<file path="config.mk">
export PLATFORM = sky130hd
export DESIGN_NAME = if_id_stage
export DESIGN_NICKNAME = d
export VERILOG_FILES = /design/src/rtl/if_id_stage.sv
export SDC_FILE = /design/constraint.sdc
export NUM_CORES = 1
export LEC_CHECK = 0
export BUFFER_PORTS_ARGS = -buffer_cell sky130_fd_sc_hd__buf_2
export CAP_MARGIN = 0
export CORE_MARGIN = 2
export CORE_UTILIZATION = 48
export CTS_CLUSTER_DIAMETER = 30
export CTS_CLUSTER_SIZE = 8
export DETAILED_ROUTE_END_ITERATION = 8
export PLACE_DENSITY = 0.85
export SLEW_MARGIN = 15
export SYNTH_ARGS = -nofsm -noshare
export SYNTH_HDL_FRONTEND = slang
export SYNTH_SLANG_ARGS = --single-unit
</file>
<file path="constraint.sdc">
create_clock -name clk -period 5.4 [get_ports clk]
set_input_delay 0.27 -clock clk [delete_from_list [all_inputs] [get_ports clk]]
set_output_delay 0.27 -clock clk [all_outputs]
set_load 0.01 [all_outputs]
</file>
<file path="src/rtl/if_id_stage.sv">
// IF/ID pipeline register for the 32-bit MIPS datapath.
// Captures the fetched instruction and PC+4, slices decode fields, detects
// load-use hazards against the instruction in EX, and produces the one-cycle
// stall/bubble controls. A taken branch/jump flushes decode to a NOP.
// A saturating counter records stall cycles for performance debug.
module if_id_stage #(
    parameter int          DATA_W    = 32,
    parameter int          CNT_W     = 16,
    parameter logic [31:0] NOP_INSTR = 32'h0000_0000
) (
    input  logic              clk,
    input  logic              reset_n,
    input  logic              if_valid,
    input  logic [31:0]       if_instr,
    input  logic [DATA_W-1:0] if_pc_plus4,
    input  logic              flush,
    input  logic              idex_valid,
    input  logic              idex_mem_read,
    input  logic [4:0]        idex_rt,
    output logic              id_valid,
    output logic [31:0]       id_instr,
    output logic [DATA_W-1:0] id_pc_plus4,
    output logic [5:0]        id_opcode,
    output logic [4:0]        id_rs,
    output logic [4:0]        id_rt,
    output logic [4:0]        id_rd,
    output logic [4:0]        id_shamt,
    output logic [5:0]        id_funct,
    output logic [15:0]       id_imm16,
    output logic [25:0]       id_jaddr,
    output logic              pc_write_en,
    output logic              idex_bubble,
    output logic [CNT_W-1:0]  stall_count
);

    // Stall FSM: RUN may stall, HOLD lets the dependent instruction advance.
    localparam logic [0:0] ST_RUN  = 1'b0;
    localparam logic [0:0] ST_HOLD = 1'b1;

    // Opcodes whose rt field is read as a source operand.
    localparam logic [5:0] OP_RTYPE = 6'h00;
    localparam logic [5:0] OP_BEQ   = 6'h04;
    localparam logic [5:0] OP_BNE   = 6'h05;
    localparam logic [5:0] OP_SW    = 6'h2B;

    logic [0:0]        state_p1;
    logic [0:0]        state_next;
    logic              vld_p1;
    logic [31:0]       instr_p1;
    logic [DATA_W-1:0] pc_plus4_p1;
    logic [CNT_W-1:0]  stall_cnt_p1;

    logic              rt_is_src;
    logic              rs_match;
    logic              rt_match;
    logic              hazard;
    logic              stall;
    logic              count_en;

    // Saturating increment: holds at all-ones instead of wrapping.
    function automatic logic [CNT_W-1:0] sat_inc(input logic [CNT_W-1:0] val);
        if (val == {CNT_W{1'b1}}) begin
            return val;
        end
        return val + 1'b1;
    endfunction

    // Decode fields are pure slices of the registered instruction.
    assign id_valid    = vld_p1;
    assign id_instr    = instr_p1;
    assign id_pc_plus4 = pc_plus4_p1;
    assign id_opcode   = instr_p1[31:26];
    assign id_rs       = instr_p1[25:21];
    assign id_rt       = instr_p1[20:16];
    assign id_rd       = instr_p1[15:11];
    assign id_shamt    = instr_p1[10:6];
    assign id_funct    = instr_p1[5:0];
    assign id_imm16    = instr_p1[15:0];
    assign id_jaddr    = instr_p1[25:0];
    assign stall_count = stall_cnt_p1;

    // Hazard detection from registered decode state and same-cycle EX inputs.
    always_comb begin
        rt_is_src = 1'b0;
        case (id_opcode)
            OP_RTYPE, OP_BEQ, OP_BNE, OP_SW: rt_is_src = 1'b1;
            default:                         rt_is_src = 1'b0;
        endcase
        rs_match = (idex_rt == id_rs);
        rt_match = rt_is_src & (idex_rt == id_rt);
        hazard   = vld_p1 & idex_valid & idex_mem_read & (idex_rt != 5'd0)
                 & (rs_match | rt_match);
    end

    // Stall only from RUN, so one load produces at most one stall cycle.
    always_comb begin
        stall       = (state_p1 == ST_RUN) & hazard;
        pc_write_en = ~stall;
        idex_bubble = stall;
        count_en    = stall & ~flush;
    end

    // Next FSM state; a flush always returns to RUN.
    always_comb begin
        state_next = ST_RUN;
        if (!flush && (state_p1 == ST_RUN) && stall) begin
            state_next = ST_HOLD;
        end
    end

    // FSM state register.
    always_ff @(posedge clk or negedge reset_n) begin
        if (!reset_n) begin
            state_p1 <= ST_RUN;
        end else begin
            state_p1 <= state_next;
        end
    end

    // Valid and instruction: flush kills, stall holds, otherwise capture.
    always_ff @(posedge clk or negedge reset_n) begin
        if (!reset_n) begin
            vld_p1   <= 1'b0;
            instr_p1 <= NOP_INSTR;
        end else if (flush) begin
            vld_p1   <= 1'b0;
            instr_p1 <= NOP_INSTR;
        end else if (!stall) begin
            vld_p1   <= if_valid;
            instr_p1 <= if_instr;
        end
    end

    // PC+4: left untouched by a flush, held across a stall.
    always_ff @(posedge clk or negedge reset_n) begin
        if (!reset_n) begin
            pc_plus4_p1 <= '0;
        end else if (!flush && !stall) begin
            pc_plus4_p1 <= if_pc_plus4;
        end
    end

    // Stall cycle counter; flushed stalls are not counted.
    always_ff @(posedge clk or negedge reset_n) begin
        if (!reset_n) begin
            stall_cnt_p1 <= '0;
        end else if (count_en) begin
            stall_cnt_p1 <= sat_inc(stall_cnt_p1);
        end
    end

endmodule

</file>
==> summary.txt <==
post_cts resized -> 0
Starting Density -> 48.8%
CP max stage cell -> nand2b_2
Worst-path clk slew -> 90 ps
drt drc -> 3
Final Non-Filler Cells -> 655
fin crit period -> 2530 ps
hold slack -> 70.3 ps
Antenna diodes -> 0
final instance area -> 5070 um2
crit-path cells -> nand4b_1 -> a21oi_1 -> and4_4 -> nand2b_2 -> nand2_1 -> mux2_1
clk buf depth -> 2
EDFF count, synth -> 0
filler instances -> 760
I/O Pins -> 232
Cell variety after synth -> 33
FP Rows -> 34
RSZ-0062 raised after global routing -> false
Synth area leaders -> dfrtp_1 49%, buf_4 13%, mux2_4 11%
max_cap viols -> 0
Final Hold Fails -> 0
Worst-Skew Late Latency -> 350 ps
hold_buf cts -> 0
area leader, netlist -> dfrtp_1
initial antenna violation count -> 0
final setup vio count -> 0
Worst EP arrival -> 2750 ps
Worst setup SP type -> flip-flop
GRT Total Usage -> 20.2%
Slew Limit Fails -> 0
Setup crit end kind -> flip-flop
vias in the first global route -> 3138
wire length per cell -> 14.8 um
Iteration-0 DRC Markers -> 70
largest net degree at the start of global routing -> 83
Reg area -> 2050 um2
Critical R2R Capture -> stall_count[1]
Vias per Instance -> 4.94
post-route ant nets -> 0
most used standard cell by instance count after synthesis -> dfrtp_1
Buf+Inv Stages, Crit Path -> 0
reg2reg start -> state_p1
status -> complete, but fails checks
Peak VDD IR -> 0.174 mV
r2r setup slk -> 2870 ps
footprint of the multi-input gates -> 1490 um2
Synth Flop Type -> dfrtp_1
fmax -> 396 MHz
Post-Synthesis Cells -> 391
Worst Hold Class -> in -> async
clock root buffer -> clkbuf_8
core area -> 8640 um2
most frequent cells after synthesis -> 82 x dfrtp_1, 75 x buf_4, 71 x nand2_1
Die Span Y -> 97.7 um
RePlAce Congestion -> 0.846
crit-path max FO -> 45
port bufs -> 231
grt total ovfl -> 0
synthesis-to-layout area growth -> 20.5%
dpl hpwl -> 7030 um
Async S/R FF share, synth -> 100%
final core occ -> 58.8%
yosys warns -> 0
global-route wire length before repair -> 15400 um
post-placement cell count -> 639
Initial DRT Pass Iterations -> 6
setup_tns -> 0 ps
htree depth -> 3
Seq/Total Area, Yosys -> 48.7%
clk sinks -> 82
Worst Skew -> 14.7 ps
Slew HR -> 29.2%
Power Dens Cells -> 277 nW/um2
post-CTS setup buffers -> 0
DIE WIDTH -> 97.7 um
average size of a mapped cell -> 10.8 um2
Synth Register Bits -> 82
Setup crit start -> state_p1
Crit path max-delay family -> simple AND/OR/NAND/NOR gates
R2R cell count -> 6
Num CTS Buffers -> 9
period utilization -> 46.8%
CP Class -> reg -> reg
routed via count -> 3237
share of layout cells above drive strength 1 -> 52.1%
Layout Nets -> 618
slowest cell delay on critical path -> 690 ps
Post-Syn Area -> 4210 um2
area share of the largest cell type after synthesis -> 48.7%
Crit path required time -> 5630 ps
CTS tree -> done
P_leak -> 2.81 nW
placed standard-cell area -> 4850 um2
die area -> 9540 um2
worst-margin pin slew -> 1060 ps
failing checks -> design-rule violations
drt total wl -> 9700 um
syn nets -> 467
[through the flow]
step | total power (W) | worst slack [ps]
6_report | 0.00140 | 2870
3_3_place_gp | 0.000915 | 2950
4_1_cts | 0.00142 | 2840
3_5_place_dp | 0.000921 | 2880
5_1_grt | 0.00147 | 2690
2_1_floorplan | 0.000840 | 3470
[cells by family (layout without fill, tap and decap cells)]
family,after synthesis,count (layout),share of synthesized area (%)
mux,35,35,12.0
flops,82,82,48.7
xor+xnor,24,24,4.99
simple gates,121,121,13.7
fa+ha+maj,1,1,0.297
buf+inv,93,249,16.0
compound gates,35,35,4.25
[worst max path at each step]
stage | slack [ps] | cells past startpoint | endpoint
3_3_place_gp | 2950 | 7 | stall_count[1]
5_1_grt | 2690 | 6 | stall_count[1]
6_report | 2870 | 6 | stall_count[1]
4_1_cts | 2840 | 6 | stall_count[1]
2_1_floorplan | 3470 | 9 | id_pc_plus4[0]
3_5_place_dp | 2880 | 6 | stall_count[1]
[per-layer routing]
layer,part of all wire (%),routed length [um],vias to the layer above,global-route usage (%)
li1,-,-,1521,-
met3,9.4,915,14,6.40
met2,50,4820,176,34.3
met4,1.5,149,0,6.52
met5,0,0,-,0
met1,39,3820,1526,24.3
[final cells by class]
class,instances,share of cell area (%)
Timing Repair Buffer,232,23.0
Clock inverter,7,2.00
Tap cell,108,2.66
Sequential cell,82,40.4
Inverter,1,0.0740
Clock buffer,9,2.44
Multi-Input combinational cell,216,29.4
[registers in the layout (all words and copies together) (netlist names)]
register     flops
id_instr        32
id_pc_plus4     32
id_valid         1
stall_count     16
state_p1         1
[placed cells by master (no fill, tap or decap)]
master and count:
clkbuf_8 9, nand3_1 11, nor4_2 2, nand3b_1 1, dfrtp_1 82, inv_1 1, nor4_1 1, a21oi_1 34
xor2_1 5, and3_1 4, nand2b_2 2, mux2_4 30, clkinvlp_4 2, mux2_1 4, buf_2 230, nor2b_4 1
a41oi_1 1, clkinv_4 2, inv_6 1, and4_4 1, nor3_2 1, buf_4 2, bufinv_16 2, nor2_1 9
mux2i_1 1, and2_1 1, nand4bb_1 1, nor3_1 4, nand2_1 71, xnor2_1 19, nand4b_1 1, nor4b_1 1
ha_1 1, nand4_1 7, nand2b_1 1, and4_1 1
[worst register-to-register path: cells and delay by family (launching register included)]
family | cells | cell delay, ps
AO/OA/AOI/OAI | 1 | 260
multiplexers | 1 | 360
AND/OR/NAND/NOR | 4 | 1430
flip-flops | 1 | 360
[power breakdown]
group          leakage [nW]  switching, W  internal, W  total, W
sequential             1.04     0.0000319     0.000652  0.000683
combinational          1.67      0.000110     0.000112  0.000222
clock                 0.106      0.000235     0.000264  0.000499
Power figures use the tool's default switching activity.
